[src/rtl/dmem_arbiter_pkg.sv]
// Shared definitions for the data-memory arbiter slice.
// Holds the FSM state encoding, the requester port indices, the default
// bus widths and the helper that classifies a request address as bad.
package dmem_arbiter_pkg;

    typedef enum logic [1:0] {
        IDLE  = 2'b00,
        ISSUE = 2'b01,
        RESP  = 2'b10
    } state_t;

    localparam logic PORT_CPU = 1'b0;
    localparam logic PORT_DMA = 1'b1;

    localparam int DEFAULT_ADDR_W = 9;
    localparam int DEFAULT_DATA_W = 32;

    // A request is rejected when it is not word aligned or when any byte
    // address bit above the RAM's address range is set.
    function automatic logic addr_is_bad(input logic [31:0] addr, input int addr_w);
        return (addr[1:0] != 2'b00) || ((addr >> addr_w) != 32'd0);
    endfunction

endpackage

[src/rtl/dmem_arbiter_if.sv]
// Bus bundle between the two requesters, the arbiter and the data RAM.
// Ports:
//   p0_* / p1_*  : requester handshake (req/we/addr/wdata in, gnt/rvalid/rdata/err out)
//   mem_*        : synchronous RAM interface (we/addr/din out, dout in)
// Modports:
//   slave  : the arbiter's view
//   master : the surrounding environment's view (requesters plus RAM)
interface dmem_arbiter_if
    import dmem_arbiter_pkg::*;
#(
    parameter int ADDR_W = DEFAULT_ADDR_W,
    parameter int DATA_W = DEFAULT_DATA_W
);
    logic              p0_req;
    logic              p0_we;
    logic [31:0]       p0_addr;
    logic [DATA_W-1:0] p0_wdata;
    logic              p0_gnt;
    logic              p0_rvalid;
    logic [DATA_W-1:0] p0_rdata;
    logic              p0_err;

    logic              p1_req;
    logic              p1_we;
    logic [31:0]       p1_addr;
    logic [DATA_W-1:0] p1_wdata;
    logic              p1_gnt;
    logic              p1_rvalid;
    logic [DATA_W-1:0] p1_rdata;
    logic              p1_err;

    logic              mem_we;
    logic [ADDR_W-1:0] mem_addr;
    logic [DATA_W-1:0] mem_din;
    logic [DATA_W-1:0] mem_dout;

    modport slave (
        input  p0_req, p0_we, p0_addr, p0_wdata,
        input  p1_req, p1_we, p1_addr, p1_wdata,
        input  mem_dout,
        output p0_gnt, p0_rvalid, p0_rdata, p0_err,
        output p1_gnt, p1_rvalid, p1_rdata, p1_err,
        output mem_we, mem_addr, mem_din
    );

    modport master (
        output p0_req, p0_we, p0_addr, p0_wdata,
        output p1_req, p1_we, p1_addr, p1_wdata,
        output mem_dout,
        input  p0_gnt, p0_rvalid, p0_rdata, p0_err,
        input  p1_gnt, p1_rvalid, p1_rdata, p1_err,
        input  mem_we, mem_addr, mem_din
    );

endinterface

[src/rtl/dmem_arbiter_rr_arbiter2.sv]
// Two-way round-robin picker, purely combinational.
// Ports:
//   req[1:0] in  : request lines, index = port number
//   last     in  : port that won the previous arbitration
//   valid    out : at least one request is present
//   winner   out : selected port (meaningful only when valid)
// The "last" pointer is owned by the caller.
module rr_arbiter2
    import dmem_arbiter_pkg::*;
(
    input  logic [1:0] req,
    input  logic       last,
    output logic       valid,
    output logic       winner
);

    // A lone request always wins; on a tie the port that did not win last
    // time is chosen, which makes back-to-back grants strictly alternate.
    always_comb begin
        valid  = |req;
        winner = PORT_CPU;
        if (req == 2'b11) begin
            winner = ~last;
        end else if (req[PORT_DMA]) begin
            winner = PORT_DMA;
        end
    end

endmodule

[src/rtl/dmem_arbiter.sv]
// Data-memory arbiter: shares one synchronous RAM between the processor
// load/store port (port 0) and the loader/DMA port (port 1).
// Ports:
//   clk, rst    : rising-edge clock, asynchronous active-high reset
//   bus (slave) : both requester handshakes plus the RAM interface
// One access takes an ISSUE cycle (gnt, RAM driven) followed by a RESP
// cycle (read data returned), so peak throughput is one access per two
// cycles and read data appears the cycle after gnt.
module dmem_arbiter
    import dmem_arbiter_pkg::*;
#(
    parameter int ADDR_W = DEFAULT_ADDR_W,
    parameter int DATA_W = DEFAULT_DATA_W
) (
    input  logic          clk,
    input  logic          rst,
    dmem_arbiter_if.slave bus
);

    state_t            state;
    logic              owner;
    logic              rd_ok;
    logic              rr_last;
    logic [1:0]        gnt;
    logic [1:0]        err;
    logic [1:0]        rvalid;
    logic              mem_we_r;
    logic [ADDR_W-1:0] mem_addr_r;
    logic [DATA_W-1:0] mem_din_r;
    logic [DATA_W-1:0] rdata_hold [2];

    logic              pick_valid;
    logic              pick_winner;
    logic              sel_we;
    logic [31:0]       sel_addr;
    logic [DATA_W-1:0] sel_wdata;
    logic              sel_bad;

    rr_arbiter2 u_pick (
        .req    ({bus.p1_req, bus.p0_req}),
        .last   (rr_last),
        .valid  (pick_valid),
        .winner (pick_winner)
    );

    // Route the winning port's request fields so they can be latched at the
    // decision edge together with the bad-address classification.
    always_comb begin
        sel_we    = bus.p0_we;
        sel_addr  = bus.p0_addr;
        sel_wdata = bus.p0_wdata;
        if (pick_winner == PORT_DMA) begin
            sel_we    = bus.p1_we;
            sel_addr  = bus.p1_addr;
            sel_wdata = bus.p1_wdata;
        end
    end

    assign sel_bad = addr_is_bad(sel_addr, ADDR_W);

    // Main FSM. Every handshake and RAM output is a register loaded at the
    // edge that enters the cycle in which it is meant to be seen, so gnt/err
    // and the RAM drive are live exactly during ISSUE and rvalid exactly
    // during RESP. Requests are only looked at from IDLE or RESP; anything
    // raised and dropped while in ISSUE is never seen. The round-robin
    // pointer moves when the access leaves ISSUE. Reset clears mem_we
    // asynchronously, which aborts an in-flight write before the RAM edge.
    always_ff @(posedge clk or posedge rst) begin
        if (rst) begin
            state         <= IDLE;
            owner         <= PORT_CPU;
            rd_ok         <= 1'b0;
            rr_last       <= PORT_DMA;
            gnt           <= 2'b00;
            err           <= 2'b00;
            rvalid        <= 2'b00;
            mem_we_r      <= 1'b0;
            mem_addr_r    <= '0;
            mem_din_r     <= '0;
            rdata_hold[0] <= '0;
            rdata_hold[1] <= '0;
        end else begin
            gnt        <= 2'b00;
            err        <= 2'b00;
            rvalid     <= 2'b00;
            mem_we_r   <= 1'b0;
            mem_addr_r <= '0;
            mem_din_r  <= '0;
            case (state)
                IDLE, RESP: begin
                    if (state == RESP && rvalid[owner]) begin
                        rdata_hold[owner] <= bus.mem_dout;
                    end
                    if (pick_valid) begin
                        state            <= ISSUE;
                        owner            <= pick_winner;
                        rd_ok            <= ~sel_we & ~sel_bad;
                        gnt[pick_winner] <= 1'b1;
                        err[pick_winner] <= sel_bad;
                        mem_we_r         <= sel_we & ~sel_bad;
                        mem_addr_r       <= sel_addr[ADDR_W-1:0];
                        mem_din_r        <= sel_wdata;
                    end else begin
                        state <= IDLE;
                    end
                end
                ISSUE: begin
                    state         <= RESP;
                    rr_last       <= owner;
                    rvalid[owner] <= rd_ok;
                end
                default: begin
                    state <= IDLE;
                end
            endcase
        end
    end

    // Read data is taken straight from the RAM during the valid cycle and
    // otherwise shows the last word returned to that port.
    assign bus.p0_gnt    = gnt[0];
    assign bus.p1_gnt    = gnt[1];
    assign bus.p0_err    = err[0];
    assign bus.p1_err    = err[1];
    assign bus.p0_rvalid = rvalid[0];
    assign bus.p1_rvalid = rvalid[1];
    assign bus.p0_rdata  = rvalid[0] ? bus.mem_dout : rdata_hold[0];
    assign bus.p1_rdata  = rvalid[1] ? bus.mem_dout : rdata_hold[1];
    assign bus.mem_we    = mem_we_r;
    assign bus.mem_addr  = mem_addr_r;
    assign bus.mem_din   = mem_din_r;

endmodule

[src/flat_wrapper.sv]
// flat-port wrapper written by rule: the top's interface ports become plain ports
module dmem_arbiter_flat import dmem_arbiter_pkg::*;
#(
    parameter int ADDR_W = DEFAULT_ADDR_W,
    parameter int DATA_W = DEFAULT_DATA_W
)
  (clk, rst, bus_p0_req, bus_p0_we, bus_p0_addr, bus_p0_wdata, bus_p1_req, bus_p1_we, bus_p1_addr, bus_p1_wdata, bus_mem_dout, bus_p0_gnt, bus_p0_rvalid, bus_p0_rdata, bus_p0_err, bus_p1_gnt, bus_p1_rvalid, bus_p1_rdata, bus_p1_err, bus_mem_we, bus_mem_addr, bus_mem_din);
  dmem_arbiter_if #(.ADDR_W(ADDR_W), .DATA_W(DATA_W)) bus_i ();
  input  logic clk;
  input  logic rst;
  input wire logic [$bits(bus_i.p0_req)-1:0] bus_p0_req;
  input wire logic [$bits(bus_i.p0_we)-1:0] bus_p0_we;
  input wire logic [$bits(bus_i.p0_addr)-1:0] bus_p0_addr;
  input wire logic [$bits(bus_i.p0_wdata)-1:0] bus_p0_wdata;
  input wire logic [$bits(bus_i.p1_req)-1:0] bus_p1_req;
  input wire logic [$bits(bus_i.p1_we)-1:0] bus_p1_we;
  input wire logic [$bits(bus_i.p1_addr)-1:0] bus_p1_addr;
  input wire logic [$bits(bus_i.p1_wdata)-1:0] bus_p1_wdata;
  input wire logic [$bits(bus_i.mem_dout)-1:0] bus_mem_dout;
  output wire logic [$bits(bus_i.p0_gnt)-1:0] bus_p0_gnt;
  output wire logic [$bits(bus_i.p0_rvalid)-1:0] bus_p0_rvalid;
  output wire logic [$bits(bus_i.p0_rdata)-1:0] bus_p0_rdata;
  output wire logic [$bits(bus_i.p0_err)-1:0] bus_p0_err;
  output wire logic [$bits(bus_i.p1_gnt)-1:0] bus_p1_gnt;
  output wire logic [$bits(bus_i.p1_rvalid)-1:0] bus_p1_rvalid;
  output wire logic [$bits(bus_i.p1_rdata)-1:0] bus_p1_rdata;
  output wire logic [$bits(bus_i.p1_err)-1:0] bus_p1_err;
  output wire logic [$bits(bus_i.mem_we)-1:0] bus_mem_we;
  output wire logic [$bits(bus_i.mem_addr)-1:0] bus_mem_addr;
  output wire logic [$bits(bus_i.mem_din)-1:0] bus_mem_din;
  assign bus_i.p0_req = bus_p0_req;
  assign bus_i.p0_we = bus_p0_we;
  assign bus_i.p0_addr = bus_p0_addr;
  assign bus_i.p0_wdata = bus_p0_wdata;
  assign bus_i.p1_req = bus_p1_req;
  assign bus_i.p1_we = bus_p1_we;
  assign bus_i.p1_addr = bus_p1_addr;
  assign bus_i.p1_wdata = bus_p1_wdata;
  assign bus_i.mem_dout = bus_mem_dout;
  assign bus_p0_gnt = bus_i.p0_gnt;
  assign bus_p0_rvalid = bus_i.p0_rvalid;
  assign bus_p0_rdata = bus_i.p0_rdata;
  assign bus_p0_err = bus_i.p0_err;
  assign bus_p1_gnt = bus_i.p1_gnt;
  assign bus_p1_rvalid = bus_i.p1_rvalid;
  assign bus_p1_rdata = bus_i.p1_rdata;
  assign bus_p1_err = bus_i.p1_err;
  assign bus_mem_we = bus_i.mem_we;
  assign bus_mem_addr = bus_i.mem_addr;
  assign bus_mem_din = bus_i.mem_din;
  dmem_arbiter #(.ADDR_W(ADDR_W), .DATA_W(DATA_W)) u_core (.clk(clk), .rst(rst), .bus(bus_i));
endmodule
[config.mk]
export PLATFORM = sky130hd
export DESIGN_NAME = dmem_arbiter_flat
export DESIGN_NICKNAME = d
export VERILOG_FILES = /design/src/rtl/dmem_arbiter_pkg.sv /design/src/rtl/dmem_arbiter_if.sv /design/src/rtl/dmem_arbiter_rr_arbiter2.sv /design/src/rtl/dmem_arbiter.sv /design/src/flat_wrapper.sv
export SDC_FILE = /design/constraint.sdc
export NUM_CORES = 1
export LEC_CHECK = 0
export CORE_MARGIN = 1
export CORE_UTILIZATION = 43
export CTS_CLUSTER_SIZE = 30
export DETAILED_ROUTE_END_ITERATION = 10
export GPL_ROUTABILITY_DRIVEN = 0
export PLACE_DENSITY = 0.93
export SYNTH_ARGS = -nofsm -noshare
export SYNTH_HDL_FRONTEND = slang
export SYNTH_HIERARCHICAL = 1
export SYNTH_SLANG_ARGS = --single-unit
[constraint.sdc]
create_clock -name clk -period 8.1 [get_ports clk]
set_input_delay 1.62 -clock clk [delete_from_list [all_inputs] [get_ports clk]]
set_output_delay 1.62 -clock clk [all_outputs]
set_load 0.02 [all_outputs]
-- Word level (Yosys, flattened, before mapping)
Cells that the tools add are included.
- magnitude comparators: 6
- equality and inequality tests: 3
- multiplexer cells: 29
- bitwise logic cells: 8
- reductions and logical operators: 12
- operators with widths (cell ; count):
    2-to-1 mux 32 bit ; 7
    bitwise mux 64 bit ; 1
    demux 32 bit (select 1 bit) ; 1
    nonzero test 32 bit ; 1
    2-to-1 mux 9 bit ; 2
    2-to-1 mux 1 bit ; 10
    2-to-1 mux 2 bit ; 5
    bitwise AND 2 bit ; 2
    == test 2 bit (second input constant) ; 2
    logical AND 1 bit ; 4
    less-than comparator 1 x 2 -> 1 bit (second input constant) ; 2
    one-hot mux 2 bit (2 select lines) ; 1
    AND reduction 2 bit ; 2
    OR reduction 2 bit ; 2
    NOT 1 bit ; 3
    bitwise AND 1 bit ; 2
    demux 1 bit (select 1 bit) ; 2
    == test 2 x 1 -> 1 bit (second input constant) ; 1
    >= comparator 1 bit (second input constant) ; 2
    >= comparator 2 bit (second input constant) ; 1
    zero test 2 bit ; 1
    less-than comparator 2 x 1 -> 1 bit (second input constant) ; 1
    NOT 1 -> 2 bit ; 1
    nonzero test 2 bit ; 1
    logical OR 1 bit ; 1
- register bits: 117
- input bits: 166
- output and inout port bits: 112
- logic and storage cells: 70

-- Depth between registers and ports, before layout
- depth in word-level cells: 9
- gate-level depth with buffers: 6
- mapped depth without buffers: 5

-- By module
Netlist, hierarchy kept.
- by module, submodules not included (module ; instances ; cells each ; area an instance (µm²) ; seq. area each (µm²)):
    dmem_arbiter ; 1 ; 396 ; 5311.3 ; 2929.1
    rr_arbiter2 ; 1 ; 2 ; 13.8 ; 0.0

-- Worst setup path after synthesis
No wires, ideal clock.
- kind: input port to output port
- from: in bus_mem_dout[0]
- to: out bus_p0_rdata[0]
- arrival time: 1.925 ns
- data required time: 6.480 ns
- setup slack: 4.555 ns
- stages: 1
- buffers on the path: 0
- path through: mux2_2
- longest elaborated chain between the ends: 1
- RTL lines (item ; line ; text):
    start: declaration ; flat_wrapper.sv:19 ; input wire logic [$bits(bus_i.mem_dout)-1:0] bus_mem_dout;
    2-to-1 mux 32 bit ; dmem_arbiter.sv:127 ; assign bus.p0_rdata = rvalid[0] ? bus.mem_dout : rdata_hold[0];
    end: declaration ; flat_wrapper.sv:22 ; output wire logic [$bits(bus_i.p0_rdata)-1:0] bus_p0_rdata;
Every way passes these cells.

-- Worst setup path after layout
- from: in bus_mem_dout[21]
- to: out bus_p1_rdata[21]
- longest elaborated chain between the ends: 1
- RTL lines (item ; line ; text):
    2-to-1 mux 32 bit ; dmem_arbiter.sv:128 ; assign bus.p1_rdata = rvalid[1] ? bus.mem_dout : rdata_hold[1];
    end: declaration ; flat_wrapper.sv:26 ; output wire logic [$bits(bus_i.p1_rdata)-1:0] bus_p1_rdata;
Every way passes these cells.

==> flow_summary.toml <==
[status]
status = "completed"

[logic_synthesis]
netlist_area_um2 = 5325
synth_cell_types = 25
synth.avg_cell_area_um2 = 13.38
post_syn_nets = 564
synth_seq_cells = 117
postSynthCellCount = 398
ys_seq_area_share_pct = 55.00
synth.yosys.warnings = 6

[clocking]
hold_buffers = 0
numClockSinks = 117
clk-insertion-delay-late_ns = 0.41
tritoncts_clock_tree = "done"
postCtsSetupRepairBufs = 0
clkTransAtPathRegs_ns = 0.05
cts.repair.resized = 0
htree_num_levels = 4
cts_inserted_buffers = 17
cts-root-buf = "clkbuf_16"
cts.path.max_buffers = 2

[worst_setup_path]
cpMostUsedCell = "clkdlybuf4s50_1"
crit_type = "in2out"
crit_path_cell_trace = "clkdlybuf4s50_1 -> mux2_2 -> clkdlybuf4s50_1"
start_kind = "input pin"
critPathMaxFanout = 4
worst_path_largest_cell_delay_ns = 0.64
critical_path.top_delay_family = "buffers and inverters"
cp.buffers_inverters = 2
type_of_element_capturing_the_critical_path = "output pin"
ff2ff_path_depth = 6
worst_path_max_delay_cell = "clkdlybuf4s50_1"
worstPathArrival_ns = 2.96
worstPathRequired_ns = 6.48
critical_path_cell_count = 3

[final_layout]
finalNetCount = 841
area.growth.synth_to_final_pct = 66.17
drive_above_1_share_pct = 24.60
diodes_inserted = 0

[drt]
drc_violations_left = 0
met3WireLength_um = 1198
drtAntennaViolNets = 0
met2_wl_post_dr_um = 7908
maxUsedRoutingLayer = "met4"
first_pass_iters = 4
first_iter_violations = 166
routed_wirelength_um = 15750
routedWlPerCell_um = 18.42
via_count = 4338
detailed_routing_wirelength_on_met1_um = 6037
viasPerCell = 5.074

[min_path]
whs_path_depth = 1
hp-class = "reg2reg"

[placement]
place.port_buffers = 277
place_hpwl_um = 11220

[timing]
setup_tns_ns = 0
setup_violations = 0
slew_headroom_pct = 28.63
max_freq_mhz = 218.1
post_route_fraction_of_the_period_consumed_by_the_critical_path_pct = 56.60
tightestPinTransition_ns = 1.071
grt_setup_unrepaired = "no"
hold_viol_final = 0
worst_hold_slack_ns = 0.4849
final_period_minus_worst_setup_slack_ns = 4.584
fin_worst_skew_ns = 0.006838
count_of_pins_over_their_slew_limit = 0

[die]
std_cell_rows = 40
die_x_um = 113.3
floorplan_die_area_um2 = 12830
number_of_ports_placed_on_the_die_boundary = 278
die_y_um = 113.3
start_util_pct = 44.15
fp.coreArea_um2 = 12060

[grt]
grt_max_degree = 85
number_of_global_route_vias_before_repair = 4759
grt_overflow_total = 0
grt_use_total_pct = 25.91
antenna_found_initial = 0
grt_pass1_wl_um = 25080

[flow_run]
maxCapViolations = 0

[power_and_ir_drop]
leakagePower_nw = 3.878
cellPowerDensity_nw_per_um2 = 190.0
power.ir.vdd_worst_v = 0.0001610
[where the power goes]
part / switching [mW] / internal [mW]
Sequential: 0.0177 / 0.625
Combinational: 0.143 / 0.174
Clock: 0.252 / 0.470
Total: 0.412 / 1.27
[cells by family after synthesis]
group,share of synthesized area [%]
flops,55.00
mux,35.20
compound gates,0.4935
simple gates,7.026
buf+inv,2.279
[worst register-to-register path: cells and delay by family, from the launching register on]
kind | cells | cell delay (ns)
compound gates | 2 | 0.81
buf+inv | 1 | 0.63
flops | 1 | 0.38
simple gates | 3 | 0.79
[metal layers]
metal | vias to the layer above | track usage, %
met5 | - | 0
met4 | 0 | 13.60
met3 | 51 | 9.106
met2 | 219 | 43.89
met1 | 2102 | 28.73
li1 | 1966 | -
[final cells by class]
cell class,instances,area (um2)
multi-input cells,253,2303
well taps,168,210.2
repair buffers,283,2818
fillers,805,3213
clock inverters,11,107.6
inverters,3,13.76
clock buffers,20,466.7
flip-flops and latches,117,2929
[path summary, 6_finish.rpt]
check	startpoint	to	slack (ns)
worst max register to register	u_core/rr_last	u_core/bus.mem_we	5.43
worst min register to register	u_core/rdata_hold[44]	u_core/rdata_hold[44]	0.48
max in group asynchronous	rst	u_core/rvalid[0]	5.07
min in group asynchronous	rst	u_core/bus.mem_addr[6]	1.58
worst min-delay path	u_core/rdata_hold[44]	u_core/rdata_hold[44]	0.48
worst max-delay path	bus_mem_dout[21]	bus_p1_rdata[21]	3.52
[placed cells by master (no fill, tap or decap), drive strengths merged]
master,count
a21boi,1
a222oi,1
a22o,1
and3,2
buf,6
bufinv,2
clkbuf,20
clkdlybuf4s50,277
clkinv,8
clkinvlp,1
dfrtp,116
dfstp,1
inv,3
mux2,130
mux2i,41
nand2,7
nand2b,1
nand3,1
nand4,2
nand4b,1
nor2,48
nor2b,1
nor3,4
nor4,8
nor4b,2
nor4bb,1
or2,1
[cells in the mapped netlist (all sizes together)]
cell	count	share of area, %
and3	2	0.23
nor2	48	3.4
a21boi	1	0.14
nand4	2	0.23
nor4	8	0.94
nor3	4	0.38
nor4b	2	0.56
nand2	7	0.49
or2	1	0.12
nor2b	1	0.12
a22o	1	0.16
mux2	130	27
nand2b	1	0.12
mux2i	41	7.7
a222oi	1	0.19
nand3	1	0.094
dfstp	1	0.49
clkbuf	11	0.78
inv	3	0.21
nor4bb	1	0.19
dfrtp	116	55
nand4b	1	0.16
buf	14	1.3
[state kept, by name, indices dropped and copies added (netlist names)]
signal,count
u_core/rd_ok,1
u_core/gnt,2
u_core/bus.mem_we,1
u_core/rdata_hold,64
u_core/owner,1
u_core/state,2
u_core/err,2
u_core/rr_last,1
u_core/rvalid,2
u_core/bus.mem_din,32
u_core/bus.mem_addr,9
[metrics by stage]
stage	cells	power (mW)	worst slack, ns	area [um2]	util [%]
2_1_floorplan	398	0.7842	3.381	5325	-
3_3_place_gp	824	0.9607	3.574	8274	68.60
3_5_place_dp	824	0.9694	3.537	8274	68.60
4_1_cts	855	1.697	3.530	8848	73.36
5_1_grt	855	1.750	3.494	8848	73.36
6_report	855	1.681	3.516	8848	73.36
Power figures use the tool's default switching activity.
